**src/rtl/ram_4002_responder.sv**
```systemverilog
// ============================================================================
// Module   : ram_4002_responder
// Brief    : 4002-style data RAM and output port that responds on the MCS-4 nibble bus.
// Revision : 1.0 - initial release
// ============================================================================
`default_nettype none

module ram_4002_responder #(
  parameter logic [1:0] CHIP_ID = 2'd0
) (
  input  logic       sysclk,
  input  logic       poc_n,
  input  logic       clk1,
  input  logic       clk2,
  input  logic       sync,
  input  logic       cm_ram,
  input  logic [3:0] data_in,
  output logic [3:0] data_out,
  output logic       data_oe,
  output logic [3:0] port_out
);

  typedef enum logic [3:0] {
    PH_UNSYNC = 4'd0,
    PH_A1     = 4'd1,
    PH_A2     = 4'd2,
    PH_A3     = 4'd3,
    PH_M1     = 4'd4,
    PH_M2     = 4'd5,
    PH_X1     = 4'd6,
    PH_X2     = 4'd7,
    PH_X3     = 4'd8
  } phase_t;

  phase_t     phase_q, phase_d;
  logic       clk1_prev_q, clk1_prev_d;
  logic       clk2_prev_q, clk2_prev_d;
  logic       sync_seen_q, sync_seen_d;
  logic [3:0] bus_q, bus_d;
  logic       sel_q, sel_d;
  logic [1:0] reg_addr_q, reg_addr_d;
  logic [3:0] char_addr_q, char_addr_d;
  logic       src_q, src_d;
  logic       io_pend_q, io_pend_d;
  logic [3:0] opa_q, opa_d;
  logic       data_oe_q, data_oe_d;
  logic [3:0] data_out_q, data_out_d;
  logic [3:0] port_out_q, port_out_d;
  logic [3:0] main_q [64];
  logic [3:0] main_d [64];
  logic [3:0] stat_q [16];
  logic [3:0] stat_d [16];

  logic       clk1_rise;
  logic       clk2_fall;
  logic       resync;
  logic       synced;
  logic       op_is_read;
  logic [3:0] rd_val;

  assign clk1_rise = clk1 & ~clk1_prev_q;
  assign clk2_fall = ~clk2 & clk2_prev_q;
  assign resync    = clk1_rise & (sync_seen_q | sync);
  assign synced    = (phase_q != PH_UNSYNC);

  // SBM/RDM/ADM read the addressed main char, RD0..RD3 read a status char.
  assign op_is_read = (opa_q == 4'b1000) || (opa_q == 4'b1001) ||
                      (opa_q == 4'b1011) || (opa_q[3:2] == 2'b11);
  assign rd_val     = (opa_q[3:2] == 2'b11) ? stat_q[{reg_addr_q, opa_q[1:0]}]
                                            : main_q[{reg_addr_q, char_addr_q}];

  always_comb begin
    phase_d     = phase_q;
    clk1_prev_d = clk1;
    clk2_prev_d = clk2;
    sync_seen_d = sync_seen_q;
    bus_d       = bus_q;
    sel_d       = sel_q;
    reg_addr_d  = reg_addr_q;
    char_addr_d = char_addr_q;
    src_d       = src_q;
    io_pend_d   = io_pend_q;
    opa_d       = opa_q;
    data_oe_d   = data_oe_q;
    data_out_d  = data_out_q;
    port_out_d  = port_out_q;
    main_d      = main_q;
    stat_d      = stat_q;

    if (clk1_rise) begin
      sync_seen_d = 1'b0;
    end else if (sync) begin
      sync_seen_d = 1'b1;
    end

    if (clk1_rise) begin
      if (resync) begin
        phase_d = PH_A1;
      end else begin
        case (phase_q)
          PH_UNSYNC: phase_d = PH_UNSYNC;
          PH_X3:     phase_d = PH_A1;
          default:   phase_d = phase_t'(phase_q + 4'd1);
        endcase
      end
    end

    if (synced && clk2) begin
      bus_d = data_in;
    end

    // Drive window opens on the edge into X2 and closes on the next clk1 edge.
    if (clk1_rise) begin
      data_oe_d = 1'b0;
      if ((phase_d == PH_X2) && io_pend_q && op_is_read) begin
        data_oe_d  = 1'b1;
        data_out_d = rd_val;
      end
      if ((phase_d == PH_X3) || resync) begin
        io_pend_d = 1'b0;
      end
      if (resync) begin
        src_d = 1'b0;
      end
    end

    if (clk2_fall && synced) begin
      case (phase_q)
        PH_M2: begin
          if (cm_ram) begin
            io_pend_d = sel_q;
            opa_d     = bus_q;
          end else begin
            io_pend_d = 1'b0;
          end
        end
        PH_X2: begin
          if (cm_ram) begin
            sel_d      = (bus_q[3:2] == CHIP_ID);
            reg_addr_d = bus_q[1:0];
            src_d      = 1'b1;
          end else begin
            src_d = 1'b0;
          end
          if (io_pend_q) begin
            if (opa_q == 4'b0000) begin
              main_d[{reg_addr_q, char_addr_q}] = bus_q;
            end else if (opa_q == 4'b0001) begin
              port_out_d = bus_q;
            end else if (opa_q[3:2] == 2'b01) begin
              stat_d[{reg_addr_q, opa_q[1:0]}] = bus_q;
            end
          end
        end
        PH_X3: begin
          if (cm_ram && src_q && sel_q) begin
            char_addr_d = bus_q;
          end
        end
        default: ;
      endcase
    end
  end

  always_ff @(posedge sysclk) begin
    clk1_prev_q <= clk1_prev_d;
    clk2_prev_q <= clk2_prev_d;
    if (!poc_n) begin
      phase_q     <= PH_UNSYNC;
      sync_seen_q <= 1'b0;
      bus_q       <= 4'h0;
      sel_q       <= 1'b0;
      reg_addr_q  <= 2'd0;
      char_addr_q <= 4'h0;
      src_q       <= 1'b0;
      io_pend_q   <= 1'b0;
      opa_q       <= 4'h0;
      data_oe_q   <= 1'b0;
      data_out_q  <= 4'h0;
      port_out_q  <= 4'h0;
      main_q      <= '{default: 4'h0};
      stat_q      <= '{default: 4'h0};
    end else begin
      phase_q     <= phase_d;
      sync_seen_q <= sync_seen_d;
      bus_q       <= bus_d;
      sel_q       <= sel_d;
      reg_addr_q  <= reg_addr_d;
      char_addr_q <= char_addr_d;
      src_q       <= src_d;
      io_pend_q   <= io_pend_d;
      opa_q       <= opa_d;
      data_oe_q   <= data_oe_d;
      data_out_q  <= data_out_d;
      port_out_q  <= port_out_d;
      main_q      <= main_d;
      stat_q      <= stat_d;
    end
  end

  assign data_oe  = data_oe_q;
  assign data_out = data_out_q;
  assign port_out = port_out_q;

endmodule

`default_nettype wire
```
**config.mk**
```make
export PLATFORM = sky130hd
export DESIGN_NAME = ram_4002_responder
export DESIGN_NICKNAME = d
export VERILOG_FILES = /design/src/rtl/ram_4002_responder.sv
export SDC_FILE = /design/constraint.sdc
export NUM_CORES = 1
export LEC_CHECK = 0
export BUFFER_PORTS_ARGS = -buffer_cell sky130_fd_sc_hd__clkbuf_2
export CAP_MARGIN = 20
export CORE_ASPECT_RATIO = 2
export CORE_MARGIN = 4
export CORE_UTILIZATION = 65
export DETAILED_ROUTE_END_ITERATION = 8
export GPL_TIMING_DRIVEN = 0
export PLACE_DENSITY = 0.82
export SETUP_SLACK_MARGIN = 0.4
export SLEW_MARGIN = 15
export SYNTH_ARGS = -nofsm -noshare
export SYNTH_HDL_FRONTEND = slang
export SYNTH_SLANG_ARGS = --single-unit
```
**constraint.sdc**
```tcl
create_clock -name sysclk -period 6.55 [get_ports sysclk]
set_clock_uncertainty 0.1 [all_clocks]
set_input_delay 0 -clock sysclk [delete_from_list [all_inputs] [get_ports sysclk]]
set_output_delay 0 -clock sysclk [all_outputs]
set_load 0.005 [all_outputs]
```
## Word level (Yosys, flattened, before mapping)

Index checks and enable logic that the tools add are counted.

- Register bits after elaboration: 353
- Logic and storage cells: 172

- Add/sub/neg operators: 1
- Order comparisons: 4
- Equal/unequal tests: 11
- Mux-type cells: 27
- Bitwise operators: 11
- Reductions and logical operators: 24

Operator list:

| operator | number |
|---|---|
| $bwmux 256 | 1 |
| $bwmux 64 | 1 |
| $mux 4 | 9 |
| $bmux 4 s6 | 1 |
| $demux 4 s6 | 1 |
| $eq 4x4->1 const B | 5 |
| $bmux 4 s4 | 1 |
| $demux 4 s4 | 1 |
| $eq 4x3->1 const B | 3 |
| $mux 1 | 11 |
| $reduce_and 3->1 | 3 |
| $logic_and 1x1->1 | 8 |
| $logic_not 4->1 | 2 |
| $pmux 4 s2 | 1 |
| $ge 7x7->1 const B | 1 |
| $lt 7x1->1 const B | 1 |
| $not 6->7 | 1 |
| $reduce_and 6->1 | 1 |
| $ge 5x5->1 const B | 1 |
| $lt 5x1->1 const B | 1 |
| $not 1->1 | 5 |
| $not 4->5 | 1 |
| $reduce_and 5->1 | 1 |
| $add 4x1->4 const B | 1 |
| 11 further kinds | 16 |

## Longest topological paths before layout

- Depth after elaboration: 11
- Mapped depth: 10
- Gate-level depth less buffers: 8

## Least setup slack after synthesis

No wires, ideal clock.

- Path type: register to register
- Start: register phase_q[0]
- End: register data_out_q[0] (netlist: data_out[0])
- Data arrival time: 2,109 ps
- Data required time: 6,364 ps
- Slack: 4,255 ps
- Stages on the path, launching flop included: 10
- Path buffers: 1
- Period minus slack after synthesis: 2,295 ps
- Cells stage by stage: dfxtp_1 > inv_1 > ha_1 > nand2b_1 > mux2i_2 > o311ai_1 > or3_4 > buf_6 > a31o_1 > a221oi_2

- Word-level cells in the longest chain between the ends: 8
- Elaborated cells on any way between the ends: 10
- Classes of those cells: 1 x add/sub; 2 x eq/ne; 3 x mux; 4 x reduce/logical

RTL lines:

| what | line | RTL |
|---|---|---|
| from (decl) | 35 | `phase_t phase_q, phase_d;` |
| from (signal assigned) | 184 | `phase_q <= phase_d;` |
| $add 4x1->4 (tied with other cells) | 103 | `default: phase_d = phase_t'(phase_q + 4'd1);` |
| $pmux 4 s2 | 100 | `case (phase_q)` |
| $mux 4 | 97 | `if (resync) begin` |
| $mux 4 (*) | 96 | `if (clk1_rise) begin` |
| $eq 4x3->1 (*) | 115 | `if ((phase_d == PH_X2) && io_pend_q && op_is_read) begin` |
| $logic_and 1x1->1 (*) (2 in series) | 115 |  |
| $reduce_and 2->1 (no line) (*) | - |  |
| to (signal assigned) | 194 | `data_out_q <= data_out_d;` |
| to (decl) | 47 | `logic [3:0] data_out_q, data_out_d;` |

Mark *: on every way between the ends. The rest lies on a longest branch, timed or not.
A chain may end at the register's enable or synchronous reset.

## Worst setup path after layout

- Start: register char_addr_q[0]
- End: register data_out_q[3] (netlist: data_out[3])

- Word-level cells in the longest chain between the ends: 5

RTL lines:

| what | line | RTL |
|---|---|---|
| from (decl) | 42 | `logic [3:0] char_addr_q, char_addr_d;` |
| from (signal assigned) | 189 | `char_addr_q <= char_addr_d;` |
| $not 6->7 (implied by the code) | 70 | `: main_q[{reg_addr_q, char_addr_q}];` |
| $bmux 4 s6 | 70 |  |
| $mux 4 (implied by the code) (2 in series) | 70 |  |
| $mux 4 | 69 | `assign rd_val = (opa_q[3:2] == 2'b11) ? stat_q[{reg_addr_q, opa_q[1:0]}]` |

Every way passes these cells. The select of a mux whose other input is x is not followed.

==> reports/qor.tcl <==
set qor(critical-path-max-stage-delay_ns) 0.78
set qor(cts_tree) {done}
set qor(dr_total_vias) 16254
set qor(post_synth_instance_area_um2) 16000
set qor(cp_max_fanout) 10
set qor(type_of_element_capturing_the_critical_path) {register}
set qor(critical_path.startpoint_type) {register}
set qor(drt_iter0_drc) 2050
set qor(final_routed_wire_length_divided_by_cell_count_um) 30.51
set qor(netlist-cell-type-count) 64
set qor(setup_violations) 0
set qor(routabilityCongestion) 1.078
set qor(ys.warnings.count) 0
set qor(tightestPinTransition_ns) 1.141
set qor(timing_worst_setup_path_type) {register to register}
set qor(io_pins) 19
set qor(placeableCoreArea_um2) 24320
set qor(overall_power_mw) 4.257
set qor(finalMaxSlewViolations) 0
set qor(detailedPlacementHpwl_mm) 49.31
set qor(cts_inserted_buffers) 31
set qor(fp.dieArea_um2) 27350
set qor(required_ns) 6.90
set qor(clock-root-buffer) {clkbuf_16}
set qor(cp_cell_sequence) {buf_2 -> buf_4 -> buf_4 -> buf_2 -> mux2i_1 -> o22ai_1 -> o21ai_0 -> nand4_1 -> a2111oi_0 -> a211oi_1}
set qor(finalCriticalPeriod_ns) 3.728
set qor(slew_headroom) 0.2392
set qor(cts.htree.levels) 1
set qor(dominantRegCellSynth) {dfxtp_1}
set qor(post-cts-setup-buffer-count) 0
set qor(fraction_of_layout_cells_with_a_size_suffix_above_1) 0.09464
set qor(cts.path.max_buffers) 3
set qor(critPathTopFamily) {buffers and inverters}
set qor(grt_pass1_wl_mm) 100.8
set qor(vias_per_cell) 7.173
set qor(finalNetCount) 1968
set qor(critical_path_buf_inv_count) 4
set qor(slowest_stage) {a2111oi_0}
set qor(power.ir.vdd_worst_mv) 0.2688
set qor(antenna_found_initial) 1
set qor(setup_tns_ns) 0
set qor(hold_viol) 0
set qor(floorplan.initialDensity) 0.6579
set qor(ys_seq_area_frac) 0.4416
set qor(io_buffer_count) 18
set qor(ys_seq_elements) 353
set qor(max_cap_viol_count) 0
set qor(clock.fmax_mhz) 268.3
set qor(maximum_number_of_pins_on_one_net_before_global_route_repair) 16
set qor(final.period_utilization) 0.5691
set qor(grt_overflow_total) 0
set qor(static_leakage_nw) 5.617
set qor(crit_arrival_ns) 4.08
set qor(synth_enable_flop_cells) 0
set qor(placement_rows) 81
set qor(totalWireLength_mm) 69.14
set qor(route.antenna.remaining_nets) 0
set qor(postSynthNetCount) 1905
set qor(synth_cells) 1892
set qor(area_growth_pct) 10.22
set qor(min-delay-start) {clk2}
set qor(drt_drc_violations_left) 0
set qor(grt_use_total) 0.4978
set qor(status) {finished, final reports clean}
set qor(critPathLaunch) {char_addr_q[0]}
set qor(worstHoldPathType) {input port to register}
set qor(chipWidth_um) 119.0
set qor(p_per_area_nw_per_um2) 241.3
set qor(async_reset_ff_frac) 0
set qor(antennaDiodeCount) 0
set qor(first_pass_iters) 9
set qor(synth_area_per_cell_um2) 8.458
set qor(timing.rr.start) {char_addr_q[0]}
set qor(numClockSinks) 353
set qor(floorplan.die.height_um) 229.9
set qor(rsz_0062_raised_after_global_routing) {false}
set qor(first_global_vias) 16214
set qor(post_cts_clock_slew_at_the_launch_and_capture_registers_of_the_worst_setup_and_hold_paths_ns) 0.07
set qor(insertion_delay_ns) 0.60
-- per-layer routing --
| layer | up-vias | share of wire | global-route usage | wire length [um] |
|---|---|---|---|---|
| met1 | 7555 | 0.30 | 0.4804 | 20630 |
| li1 | 6771 | - | - | - |
| met5 | - | 0 | 0 | 0 |
| met2 | 1301 | 0.46 | 0.8192 | 32140 |
| met4 | 0 | 0.14 | 0.5328 | 9778 |
| met3 | 627 | 0.095 | 0.1233 | 6583 |
-- flip-flops by register name, summed over array words and instances, names as in the netlist, 2 cells and up --
register	cells
bus_q	4
char_addr_q	4
data_out	4
main_q	256
opa_q	4
phase_q	4
port_out	4
reg_addr_q	2
stat_q	64
-- worst paths after layout --
kind / end / slack [ns] / cells after the start
setup / recovery: data_out[3] / 2.82 / 10
hold / removal: clk2_prev_q / 0.04 / 2
setup reg to reg: data_out[3] / 2.82 / 10
hold reg to reg: main_q[105] / 0.35 / 2
-- synth_stat cells (3+ instances only) --
master,n,area (um^2)
nor2_1,201,754.5
nand3_1,39,195.2
nor3_2,4,40.04
a22o_1,5,43.79
a21oi_1,245,1226
nand2_1,265,994.7
dfxtp_1,353,7067
a221oi_1,23,201.4
o22ai_1,23,143.9
mux4_2,34,765.7
inv_1,9,33.78
nor3_1,6,30.03
nor2_2,4,25.02
ha_1,3,37.54
a221o_1,6,60.06
buf_2,32,160.2
nor4_1,4,25.02
or2_2,4,25.02
buf_1,7,26.28
mux2_2,17,191.4
and2_1,6,37.54
a31oi_1,5,31.28
o2bb2ai_1,5,43.79
mux2i_1,155,1551
buf_4,5,37.54
nand4_1,17,106.4
nor2b_1,10,62.56
buf_6,3,33.78
o21ai_0,211,1056
clkbuf_1,130,488.0
nand2b_1,9,56.30
a22oi_1,11,82.58
-- kinds of logic after synthesis --
family | synth area share
AOI/OAI and AO/OA | 0.1918
buffers and inverters | 0.04980
DFF | 0.4416
and+or+nand+nor | 0.1568
muxes | 0.1576
adders and majority gates | 0.002346
-- through the flow --
step | worst slack, ns | cell area (um^2) | utilization | cells | hold WS (ns)
detailed placement | 3.028 | 16460 | 0.6767 | 2201 | 0.03395
finish | 2.822 | 17640 | 0.7252 | 2266 | 0.03897
floorplan | 4.255 | 16000 | - | 1892 | -0.07228
global route | 2.883 | 17640 | 0.7252 | 2266 | 0.04791
CTS | 3.061 | 17630 | 0.7249 | 2265 | 0.02590
global placement | 3.006 | 16460 | 0.6765 | 2200 | 0.02709
-- cell type report --
type / instances / area [um^2]
tap: 290 / 362.8
clock inverter: 14 / 182.7
buffer: 178 / 755.7
sequential: 353 / 7067
fill: 1916 / 6685
timing repair buffer: 30 / 200.2
multi-input combinational: 1350 / 8139
inverter: 11 / 41.29
clock buffer: 40 / 889.6
-- report_power, final --
group          internal [mW]  switching, mW  leakage, nW
sequential              2.15        0.00264         2.84
clock                   1.11          0.869        0.530
combinational         0.0229          0.105         2.24
total                   3.28          0.976         5.62
-- repair_timing --
item,4_1_cts,5_1_grt
hold buffers,10,0
gates resized for setup,0,0
endpoints found under the hold margin,39,0
-- cells in the final DEF, fill, tap and decap left out, types with 31 or more instances in the layout --
cell type and count:
dfxtp_1 353, buf_2 33, nand2_1 265, nand3_1 39
clkbuf_1 131, a21oi_1 245, mux4_2 34, nor2_1 201
o21ai_0 211, clkbuf_16 31, mux2i_1 155
Power figures use the tool's default switching activity.
